===== src/rtl/lvds_rx_pkg.sv =====
// Shared types and width helpers for the LVDS receive word aligner.
package lvds_rx_pkg;

  typedef enum logic [1:0] {
    IDLE   = 2'd0,
    SEARCH = 2'd1,
    VERIFY = 2'd2,
    LOCKED = 2'd3
  } lane_state_t;

  function automatic int ofs_width(input int ratio);
    return (ratio > 1) ? $clog2(ratio) : 1;
  endfunction

  function automatic int match_cnt_width(input int match_count);
    return $clog2(match_count + 1);
  endfunction

  function automatic int err_cnt_width(input int err_limit);
    return $clog2(err_limit + 1);
  endfunction

endpackage


===== src/rtl/lvds_rx_lane_align.sv =====
// One lane: two-word window, barrel select at the current offset, and the
// search / verify / lock state machine with its counters.
module lvds_rx_lane_align
  import lvds_rx_pkg::*;
#(
  parameter int RATIO       = 7,
  parameter int MATCH_COUNT = 16,
  parameter int ERR_LIMIT   = 4,
  localparam int OFS_W      = ofs_width(RATIO)
) (
  input  logic             clk,
  input  logic             reset,
  input  logic             raw_valid,
  input  logic [RATIO-1:0] raw_lane,
  input  logic [RATIO-1:0] training_pattern,
  input  logic             train_en,
  input  logic             retrain,
  output logic [RATIO-1:0] rdata_lane,
  output logic             locked,
  output logic [OFS_W-1:0] offset,
  output logic             search_fail
);

  localparam int MC_W = match_cnt_width(MATCH_COUNT);
  localparam int EC_W = err_cnt_width(ERR_LIMIT);
  localparam logic [OFS_W-1:0] OFS_LAST = OFS_W'(RATIO - 1);
  localparam logic [MC_W-1:0]  MC_MAX   = MC_W'(MATCH_COUNT);
  localparam logic [EC_W-1:0]  EC_MAX   = EC_W'(ERR_LIMIT);

  logic [RATIO-1:0]   prev_r;
  logic [2*RATIO-1:0] window_s;
  logic [RATIO-1:0]   aligned_s;
  logic               match_s;
  logic               ofs_wrap_s;
  logic [OFS_W-1:0]   ofs_next_s;
  lane_state_t        state_r;
  logic [MC_W-1:0]    match_cnt_r;
  logic [EC_W-1:0]    err_cnt_r;

  // Barrel select of the aligned word and next search offset.
  always_comb begin
    window_s   = {raw_lane, prev_r};
    aligned_s  = RATIO'(window_s >> offset);
    match_s    = (aligned_s == training_pattern);
    ofs_wrap_s = (offset == OFS_LAST);
    ofs_next_s = ofs_wrap_s ? {OFS_W{1'b0}} : offset + OFS_W'(1);
  end

  // Previous-word history and aligned output word.
  always_ff @(posedge clk) begin
    if (reset) begin
      prev_r     <= '0;
      rdata_lane <= '0;
    end else if (raw_valid) begin
      prev_r     <= raw_lane;
      rdata_lane <= aligned_s;
    end
  end

  // Alignment state machine; retrain beats any beat-driven transition.
  always_ff @(posedge clk) begin
    if (reset) begin
      state_r     <= IDLE;
      offset      <= '0;
      match_cnt_r <= '0;
      err_cnt_r   <= '0;
      search_fail <= 1'b0;
      locked      <= 1'b0;
    end else if (retrain) begin
      state_r     <= train_en ? SEARCH : IDLE;
      offset      <= '0;
      match_cnt_r <= '0;
      err_cnt_r   <= '0;
      search_fail <= 1'b0;
      locked      <= 1'b0;
    end else if (raw_valid) begin
      case (state_r)
        IDLE: begin
          if (train_en) state_r <= SEARCH;
        end
        SEARCH: begin
          if (!train_en) begin
            state_r <= IDLE;
          end else if (match_s) begin
            match_cnt_r <= MC_W'(1);
            if (MATCH_COUNT == 1) begin
              state_r     <= LOCKED;
              locked      <= 1'b1;
              search_fail <= 1'b0;
              err_cnt_r   <= '0;
            end else begin
              state_r <= VERIFY;
            end
          end else begin
            offset <= ofs_next_s;
            if (ofs_wrap_s) search_fail <= 1'b1;
          end
        end
        VERIFY: begin
          if (match_s) begin
            if (match_cnt_r >= MC_MAX - MC_W'(1)) begin
              state_r     <= LOCKED;
              locked      <= 1'b1;
              search_fail <= 1'b0;
              err_cnt_r   <= '0;
              match_cnt_r <= MC_MAX;
            end else begin
              match_cnt_r <= match_cnt_r + MC_W'(1);
            end
          end else begin
            state_r     <= SEARCH;
            offset      <= ofs_next_s;
            match_cnt_r <= '0;
          end
        end
        LOCKED: begin
          // Without training traffic the lock is held unconditionally.
          if (!train_en) begin
            err_cnt_r <= '0;
          end else if (match_s) begin
            err_cnt_r <= '0;
          end else if (err_cnt_r >= EC_MAX - EC_W'(1)) begin
            state_r     <= SEARCH;
            locked      <= 1'b0;
            err_cnt_r   <= '0;
            match_cnt_r <= '0;
          end else begin
            err_cnt_r <= err_cnt_r + EC_W'(1);
          end
        end
        default: begin
          state_r <= IDLE;
          locked  <= 1'b0;
        end
      endcase
    end
  end

endmodule


===== src/rtl/lvds_rx_word_align.sv =====
// Multi-lane word aligner: independent per-lane alignment, aligned output
// qualified only while every lane is locked.
module lvds_rx_word_align
  import lvds_rx_pkg::*;
#(
  parameter int NUM_LANES   = 4,
  parameter int RATIO       = 7,
  parameter int MATCH_COUNT = 16,
  parameter int ERR_LIMIT   = 4,
  localparam int OFS_W      = ofs_width(RATIO)
) (
  input  logic                       parallel_clk,
  input  logic                       reset,
  input  logic                       raw_valid,
  input  logic [NUM_LANES*RATIO-1:0] raw_data,
  input  logic [RATIO-1:0]           training_pattern,
  input  logic                       train_en,
  input  logic                       retrain,
  output logic [NUM_LANES*RATIO-1:0] rdata,
  output logic                       rdata_valid,
  output logic [NUM_LANES-1:0]       lane_aligned,
  output logic                       all_aligned,
  output logic [NUM_LANES*OFS_W-1:0] lane_offset,
  output logic [NUM_LANES-1:0]       search_fail
);

  for (genvar i = 0; i < NUM_LANES; i++) begin : g_lane
    lvds_rx_lane_align #(
      .RATIO       (RATIO),
      .MATCH_COUNT (MATCH_COUNT),
      .ERR_LIMIT   (ERR_LIMIT)
    ) u_lane (
      .clk              (parallel_clk),
      .reset            (reset),
      .raw_valid        (raw_valid),
      .raw_lane         (raw_data[i*RATIO +: RATIO]),
      .training_pattern (training_pattern),
      .train_en         (train_en),
      .retrain          (retrain),
      .rdata_lane       (rdata[i*RATIO +: RATIO]),
      .locked           (lane_aligned[i]),
      .offset           (lane_offset[i*OFS_W +: OFS_W]),
      .search_fail      (search_fail[i])
    );
  end

  assign all_aligned = &lane_aligned;

  // Output qualifier uses the lock state seen before this beat's update.
  always_ff @(posedge parallel_clk) begin
    if (reset) begin
      rdata_valid <= 1'b0;
    end else begin
      rdata_valid <= raw_valid & all_aligned;
    end
  end

endmodule


===== config.mk =====
export PLATFORM = sky130hd
export DESIGN_NAME = lvds_rx_word_align
export DESIGN_NICKNAME = d
export VERILOG_FILES = /design/src/rtl/lvds_rx_pkg.sv /design/src/rtl/lvds_rx_lane_align.sv /design/src/rtl/lvds_rx_word_align.sv
export SDC_FILE = /design/constraint.sdc
export NUM_CORES = 1
export LEC_CHECK = 0
export ABC_AREA = 1
export CAP_MARGIN = 20
export CORE_MARGIN = 1
export CORE_UTILIZATION = 58
export CTS_CLUSTER_SIZE = 24
export DETAILED_ROUTE_END_ITERATION = 8
export MAX_ROUTING_LAYER = met4
export PLACE_DENSITY_LB_ADDON = 0.08
export SETUP_SLACK_MARGIN = 0.02
export SLEW_MARGIN = 20
export SYNTH_ARGS = -nofsm -noshare
export SYNTH_HDL_FRONTEND = slang
export SYNTH_SLANG_ARGS = --single-unit
export TNS_END_PERCENT = 1

===== constraint.sdc =====
create_clock -name parallel_clk -period 2.2 [get_ports parallel_clk]
set_input_delay 0.33 -clock parallel_clk [delete_from_list [all_inputs] [get_ports parallel_clk]]
set_output_delay 0.33 -clock parallel_clk [all_outputs]
set_load 0.02 [all_outputs]

==> flow_metrics.env, run 1 <==
export IMPL_drtIter0Drc=684
export IMPL_io_pins=90
export IMPL_track_usage_pct=33.48
export IMPL_n_antenna_cell=0
export IMPL_power_leakage_nw=5.414
export IMPL_portBuffers=89
export IMPL_grt_max_degree=53
export IMPL_final_setup_tns_ps=-75.77
export IMPL_syn_to_final_growth_pct=32.80
export IMPL_hold_ws_ps=289.4
export IMPL_nets=1635
export IMPL_finClkSkew_ps=7.092
export IMPL_synth_area_leaders="dfxtp_1, nand2_1, nor2_1, nand3_1, inv_1"
export IMPL_clock_latency_ps=430
export IMPL_yosysWarnings=0
export IMPL_fin_crit_ps=2237
export IMPL_hold_violations=0
export IMPL_required_ps=2520
export IMPL_coreArea_um2=14100
export IMPL_violations="setup timing"
export IMPL_finalCoreUtilization_pct=80.13
export IMPL_first_global_vias=8260
export IMPL_antenna_left=0
export IMPL_drc=0
export IMPL_wire_per_inst_um=14.44
export IMPL_synth_ff_type="dfxtp_1"
export IMPL_ys_types=47
export IMPL_routabilityCongestion=0.9674
export IMPL_max_freq_mhz=447.0
export IMPL_cts_sinks=117
export IMPL_seq_area_um2=2362
export IMPL_yosysMostFrequentCell="nand2_1"
export IMPL_tightest_slew_ps=507.2
export IMPL_worst_ir_drop_vdd_mv=0.6934
export IMPL_synth_edf_count=0
export IMPL_cts_buffers=17
export IMPL_firstDrtPassIters=5
export IMPL_clk_pin_slew_worst_paths_ps=60
export IMPL_hpwlAfterDp_um=17920
export IMPL_drv_cap=0
export IMPL_final_max_slew_viol_count=0
export IMPL_cts_tree="done"
export IMPL_post_place_ws_ps=-309.6
export IMPL_gr_total_overflow=0
export IMPL_path_class="register to register"
export IMPL_syn_inst=1369
export IMPL_antenna_found_initial=0
export IMPL_synth_largest_area_cell="dfxtp_1"
export IMPL_wl_um=25270
export IMPL_period_share_pct=101.7
export IMPL_synth_area_um2=8506
export IMPL_cp_end_kind="register"
export IMPL_finalSetupViolations=3
export IMPL_htree_levels=4
export IMPL_seq_area_frac_synth_pct=27.54
export IMPL_p_per_area_nw_per_um2=631.3
export IMPL_rows=43
export IMPL_dpl_cell_area_um2=10180
export IMPL_start_kind="register"
export IMPL_grt_pass1_wl_um=38610
export IMPL_synthArstFlopShare_pct=0
export IMPL_syn_nets=1447
export IMPL_fin_ws_ps=-36.99
export IMPL_cts_root_buffer="clkbuf_16"
export IMPL_worst_r2r_setup_slack_ps=-40
export IMPL_die_h_um=123.1
export IMPL_multiInputGateArea_um2=5431
export IMPL_start_util_pct=60.34
export IMPL_crit_path_max_fanout=7
export IMPL_num_fill_cells=1093
export IMPL_ys_seq_elements=117
export IMPL_worst_ep_arrival_time_ps=2560
export IMPL_drive_gt1_share_pct=21.97
export IMPL_syn_area_per_cell_um2=6.213
export IMPL_rsz0062_at_grt="yes"
export IMPL_via_per_inst=5.450
export IMPL_die_area_um2=15150
export IMPL_holdCritPathClass="primary input to register"
export IMPL_fp_dieW_um=123.1
export IMPL_ys_top_cells_by_count="nand2_1, nor2_1, inv_1, nand3_1, dfxtp_1"
export IMPL_max_slew_margin_rel_pct=66.19
export IMPL_postCtsHoldBufs=0
export IMPL_clock_path_buffers=2
export IMPL_yosysTopAreaCellShare_pct=27.54
export IMPL_status="complete, but fails checks"
export IMPL_vias=9538
export IMPL_design_area_um2=11300
==> cells in the final DEF (no fill, tap or decap), types with 3 or more instances in the layout <==
cell	netlist	layout
buf_6	10	4
nor2_2	10	15
dfxtp_4	0	3
nand3_4	2	3
nand3_1	138	124
nor3_1	15	14
ha_1	38	38
bufinv_16	0	4
nor2_4	8	13
nand2_2	25	50
buf_12	0	4
inv_4	2	4
nand3b_1	4	4
a21oi_1	58	56
dfxtp_2	0	7
clkbuf_16	0	19
nand2_1	374	347
o21ai_0	80	75
clkdlybuf4s50_1	0	87
o21ai_4	1	3
nand2_4	5	7
nand3_2	18	31
a211oi_1	12	12
nand4_1	13	13
clkinv_2	0	7
dfxtp_1	117	107
buf_4	13	130
inv_2	16	20
o21ai_1	17	19
nor2_1	193	183
inv_1	138	131
==> kinds of logic (layout without fill, tap and decap cells) <==
family,after synthesis,count (layout),share of synthesized area [%]
adder cells (fa/ha/maj),38,38,5.590
AND/OR/NAND/NOR,815,815,43.51
buffers and inverters,219,420,11.62
XOR/XNOR,1,1,0.1030
flip-flops,117,117,27.54
AO/OA/AOI/OAI,179,179,11.64
==> path summary, 6_finish.rpt <==
check                                  start                       endpoint  depth (start not counted)
setup / recovery  g_lane[0].u_lane.offset[0]  g_lane[0].u_lane.err_cnt_r[0]                         16
hold / removal                     raw_valid        g_lane[3].u_lane.locked                          4
setup reg to reg  g_lane[0].u_lane.offset[0]  g_lane[0].u_lane.err_cnt_r[0]                         16
hold reg to reg   g_lane[3].u_lane.prev_r[0]     g_lane[3].u_lane.prev_r[0]                          2
==> state kept, by name (all words and copies together), names as in the netlist <==
register / cells
g_lane.u_lane.prev_r: 28
rdata_valid: 1
g_lane.u_lane.locked: 4
g_lane.u_lane.match_cnt_r: 20
g_lane.u_lane.state_r: 8
g_lane.u_lane.rdata_lane: 28
g_lane.u_lane.offset: 12
g_lane.u_lane.err_cnt_r: 12
g_lane.u_lane.search_fail: 4
==> stage by stage <==
| step | power, mW | std cells |
|---|---|---|
| global route | 7.432 | 1750 |
| finish | 7.131 | 1750 |
| detailed placement | 4.041 | 1697 |
| global placement | 4.017 | 1697 |
| floorplan | 3.425 | 1369 |
| CTS | 7.009 | 1729 |
==> routing by layer <==
metal  vias up  share of wire [%]  GRT usage (%)
met5         -                  0              -
met4         0                2.3          10.54
met3        60                6.9          5.304
met2       395                 48          55.65
met1      4317                 43          41.60
li1       4766                  -              -
==> repair_timing <==
| action | in CTS | in global routing |
|---|---|---|
| endpoints found under the setup margin | 19 | 60 |
| buffers inserted | 0 | 19 |
| cloned | 0 | 2 |
| resized for setup | 5 | 104 |
| pin swaps | 0 | 34 |
==> worst max-delay path, stage by stage, from the launching register on <==
cell and delay (ps):
dfxtp_4 390, clkbuf_16 180, buf_8 130, o21ai_4 150
nand2_1 80, nand2_2 90, o21ai_0 80, nand2_1 80
nand2_2 90, nor2_8 140, nand2_8 90, o21ai_4 170
nand2_2 100, nor2_4 180, nand2_1 70, nand2_1 70
nor2_2 40
==> layout make-up <==
cell class	count	area share (%)
repair buffers	229	18.08
flip-flops and latches	117	20.91
multi-input cells	1033	48.08
well taps	180	1.994
clock buffers	21	4.076
inverters	159	5.483
clock inverters	11	1.374
==> where the power goes <==
group	total, mW	switching, mW	internal [mW]
registers	2.34	0.102	2.24
logic	1.81	1.06	0.753
clock network	2.97	1.03	1.94
total	7.13	2.20	4.93
Power figures use the tool's default switching activity.
==> run 2, diff against run 1 <==
--- a/config.mk
+++ b/config.mk
@@ -8,11 +8,11 @@
 export ABC_AREA = 1
 export CAP_MARGIN = 20
 export CORE_MARGIN = 1
-export CORE_UTILIZATION = 58
+export CORE_UTILIZATION = 63
 export CTS_CLUSTER_SIZE = 24
 export DETAILED_ROUTE_END_ITERATION = 8
 export MAX_ROUTING_LAYER = met4
-export PLACE_DENSITY_LB_ADDON = 0.08
+export PLACE_DENSITY_LB_ADDON = 0.15
 export SETUP_SLACK_MARGIN = 0.02
 export SLEW_MARGIN = 20
 export SYNTH_ARGS = -nofsm -noshare
==> constraint.sdc (replaced) <==
create_clock -name parallel_clk -period 2.9 [get_ports parallel_clk]
set_input_delay 0.435 -clock parallel_clk [delete_from_list [all_inputs] [get_ports parallel_clk]]
set_output_delay 0.435 -clock parallel_clk [all_outputs]
set_load 0.02 [all_outputs]
==> run 2 against run 1 <==
Net effect: the flow now finishes without violations; die area fell by 7.8%; clock skew rose by 0.91 ps; maximum frequency fell by 13%; non-clock buffer count fell by 110; critical path depth rose by 1; sequential power fell by 24%; register-to-register slack improved by 380 ps; wire length fell by 6.8%; combinational power fell by 36%; count of clock-buffer cells in the layout rose by 2; worst hold slack improved by 170 ps; highest routed layer unchanged; largest cell class unchanged.
==> flow_metrics.env, run 2 (synthesized netlist as in run 1, its figures left out) <==
export IMPL_final_cell_mix="nand2_1, nor2_1, nand3_1"
export IMPL_coreArea_um2=13190
export IMPL_first_global_vias=8219
export IMPL_nets=1525
export IMPL_reg_top3="g_lane.u_lane.prev_r x28, g_lane.u_lane.rdata_lane x28, g_lane.u_lane.match_cnt_r x20"
export IMPL_die_area_um2=13970
export IMPL_power_leakage_nw=4.755
export IMPL_dpl_cell_area_um2=9458
export IMPL_firstDrtPassIters=5
export IMPL_routabilityCongestion=0.9553
export IMPL_wl_um=23560
export IMPL_worst_ep_arrival_time_ps=2880
export IMPL_start_kind="register"
export IMPL_grt_max_degree=64
export IMPL_num_fill_cells=1083
export IMPL_crit_path_max_fanout=15
export IMPL_fin_crit_ps=2561
export IMPL_drv_cap=0
export IMPL_wire_per_inst_um=14.40
export IMPL_rows=42
export IMPL_final_max_slew_viol_count=0
export IMPL_clock_path_buffers=2
export IMPL_antenna_left=0
export IMPL_gr_total_overflow=0
export IMPL_cts_buffers=17
export IMPL_max_slew_margin_rel_pct=49.07
export IMPL_postCtsHoldBufs=0
export IMPL_ctsResizeCount=0
export IMPL_drtIter0Drc=744
export IMPL_via_per_inst=5.504
export IMPL_worst_ir_drop_vdd_mv=0.4335
export IMPL_io_pins=90
export IMPL_portBuffers=89
export IMPL_holdCritPathClass="register to register"
export IMPL_fp_dieW_um=118.2
export IMPL_htree_levels=4
export IMPL_tightest_slew_ps=758.0
export IMPL_clk_pin_slew_worst_paths_ps=50
export IMPL_hpwlAfterDp_um=16990
export IMPL_design_area_um2=10050
export IMPL_period_share_pct=88.30
export IMPL_final_common_cell="nand2_1"
export IMPL_cts_sinks=117
export IMPL_path_class="register to register"
export IMPL_drc=0
export IMPL_required_ps=3220
export IMPL_status="complete, no violations"
export IMPL_clock_latency_ps=430
export IMPL_antenna_found_initial=1
export IMPL_max_freq_mhz=390.5
export IMPL_finClkSkew_ps=8.001
export IMPL_grt_pass1_wl_um=38960
export IMPL_track_usage_pct=35.48
export IMPL_rsz0062_at_grt="no"
export IMPL_cp_end_kind="register"
export IMPL_cts_root_buffer="clkbuf_16"
export IMPL_vias=9005
export IMPL_start_util_pct=64.48
export IMPL_p_per_area_nw_per_um2=502.1
export IMPL_drive_gt1_share_pct=10.97
export IMPL_hold_violations=0
export IMPL_final_setup_tns_ps=0
export IMPL_finalSetupViolations=0
export IMPL_postCtsSetupBuffers=0
export IMPL_syn_to_final_growth_pct=18.12
export IMPL_power_total_mw=5.045
export IMPL_die_h_um=118.2
export IMPL_cts_tree="done"
## run 2: layout make-up
class                   count  area [um^2]  area share [%]
diodes                      1        2.502         0.02491
clock buffers              23        488.0           4.857
clock inverters             8        98.84          0.9838
inverters                 159        606.8           6.040
multi-input cells        1033         5177           51.53
flip-flops and latches    117         2342           23.31
well taps                 176        220.2           2.192
repair buffers            119         1111           11.06
## run 2: path summary, 6_finish.rpt
check | start | depth (start not counted) | slack, ps | endpoint
worst max-delay path | g_lane[3].u_lane.offset[0] | 17 | 340 | g_lane[3].u_lane.err_cnt_r[1]
worst min-delay path | g_lane[2].u_lane.prev_r[0] | 2 | 460 | g_lane[2].u_lane.prev_r[0]
worst max register to register | g_lane[3].u_lane.offset[0] | 17 | 340 | g_lane[3].u_lane.err_cnt_r[1]
worst min register to register | g_lane[2].u_lane.prev_r[0] | 2 | 460 | g_lane[2].u_lane.prev_r[0]
## run 2: worst max-delay path, cell delays in order, from the launching register on
cell and delay, ps:
dfxtp_1 720, inv_6 150, nand2_1 120, nand3_1 100
nand2_1 100, nand2_1 100, nand2_1 100, nand2_1 50
nand2_1 70, nand2_1 80, nor2_4 150, nand2_4 140
o21ai_4 170, inv_2 60, nor2_4 140, inv_2 60
nor2_1 90, nor2_1 50
## run 2: power by group
part,total (mW),switching [mW],internal [mW]
Sequential,1.78,0.0782,1.70
Clock,2.12,0.773,1.34
Combinational,1.15,0.726,0.422
## run 2: metrics by stage
stage                     util, %  setup WS, ps  instances  hold WS, ps
final                       76.17         339.3       1636        457.9
after global routing        76.17         72.61       1636        477.1
after detailed placement    71.70         217.5       1604        449.0
after floorplan                 -         836.7       1369        433.0
after CTS                   76.15         408.2       1635        457.5
after global placement      71.70         251.1       1604        447.1
## run 2: routing by layer
metal / up-vias / routed length [um] / track usage (%)
met5: - / 0 / -
met4: 0 / 829 / 14.98
met3: 88 / 1755 / 8.301
met2: 366 / 10950 / 56.69
met1: 4019 / 10030 / 42.83
li1: 4532 / - / -
==> variant (settings of run 1) <==
`ERR_LIMIT` is set to 4 in 2 places; all go to 8.
--- a/src/rtl/lvds_rx_lane_align.sv
+++ b/src/rtl/lvds_rx_lane_align.sv
@@ -6,5 +6,5 @@
   parameter int RATIO       = 7,
   parameter int MATCH_COUNT = 16,
-  parameter int ERR_LIMIT   = 4,
+  parameter int ERR_LIMIT   = 8,
   localparam int OFS_W      = ofs_width(RATIO)
 ) (
--- a/src/rtl/lvds_rx_word_align.sv
+++ b/src/rtl/lvds_rx_word_align.sv
@@ -7,5 +7,5 @@
   parameter int RATIO       = 7,
   parameter int MATCH_COUNT = 16,
-  parameter int ERR_LIMIT   = 4,
+  parameter int ERR_LIMIT   = 8,
   localparam int OFS_W      = ofs_width(RATIO)
 ) (
Function: not settled (the Yosys comparison gave no result); the edit may change what the design does.
==> variant against run 1 <==
- the run still ends with setup timing left
- total power rose by 1.6%
- global-route usage rose by 0.85 points
- cell count rose by 1.5%
- worst setup slack got worse by 0.067 ns
- first-iteration DRC count rose by 60%
- cell area rose by 2.0%
- sequential cell count rose by 4
- routed wire length rose by 7.9%
- count of clock-buffer cells in the layout fell by 2
- synthesized area rose by 0.38%
==> variant: results (changes against run 1) <==
Drt
  • Drt wl/cell: 15.4 µm (+6.3%)
  • 1st-iter DRT viols: 1091 (+60%)
  • First-pass iteration count of the detailed router: 6 (+1)

Outcome
  • Violated checks: setup timing
  • Outcome: finished, violations left

Synthesis
  • Synth Net Count: 1475 (+1.9%)
  • Netlist cell types: 37 (-21%)
  • Synthesized area per cell: 6.09 µm² (-2.0%)
  • Synth Area in Compound Gates: 0.114 (-0.00279)

Timing
  • Final worst setup slack: -0.104 ns (-0.0671 ns)
  • Final setup violation count: 16 (+13)

Place
  • Placed Instance Area: 10200 µm² (about the same)
  • Dpl cells: 1723 (+1.5%)
  • Detailed-placement wirelength estimate: 18.3 mm (+1.9%)

GRT
  • Global Route met2 Usage: 0.561 (+0.00422)
  • Grt met1 use: 0.426 (+0.0102)

Clock network
  • CTS sink count: 121 (+3.4%)

Pwr
  • Maximum VDD drop: 0.000587 V (-15%)
  • Flop pwr share: 0.333 (+0.004)

Worst setup path
  • Reg2reg end: g_lane[1].u_lane.err_cnt_r[3]
  • Crit. Startpoint: g_lane[1].u_lane.offset[0]

Cells and area
  • Share of layout cells above drive strength 1: 0.211 (-0.00859)
  • Fill cells: 1012 (-7.4%)
  • Final clock-cell share: 0.0539 (-0.000614)
  • Non-clock buffers: 222 (-3.1%)

Min path
  • Hold endpoint: g_lane[2].u_lane.prev_r[0]
  • Hold path depth: 3 (-1)
variant: changes by cell type after synthesis, moves of 9 or more:
| cell | before | now |
|---|---|---|
| nand2_1 | 374 | 391 |
| o21ai_0 | 80 | 92 |
| nand3_1 | 138 | 147 |
| nand3_2 | 18 | 4 |
| nor2_1 | 193 | 205 |
| o21ai_1 | 17 | 7 |
| a21oi_1 | 58 | 70 |
variant: cell families after synthesis:
group,Yosys count
buffers and inverters,222
and+or+nand+nor,838
AOI/OAI and AO/OA,185
DFF,121
xor gates and xnor gates,3
adders and majority gates,33
variant: worst min-delay path, cell delays in order:
cell and delay, ns:
buf_2 0.10, inv_2 0.18, a21oi_1 0.17
variant: what timing repair did:
item	in CTS	in global routing
gates cloned	1	4
endpoints found under the setup margin	33	64
buffers inserted	0	16
pin swaps	1	47
resized for setup	12	153
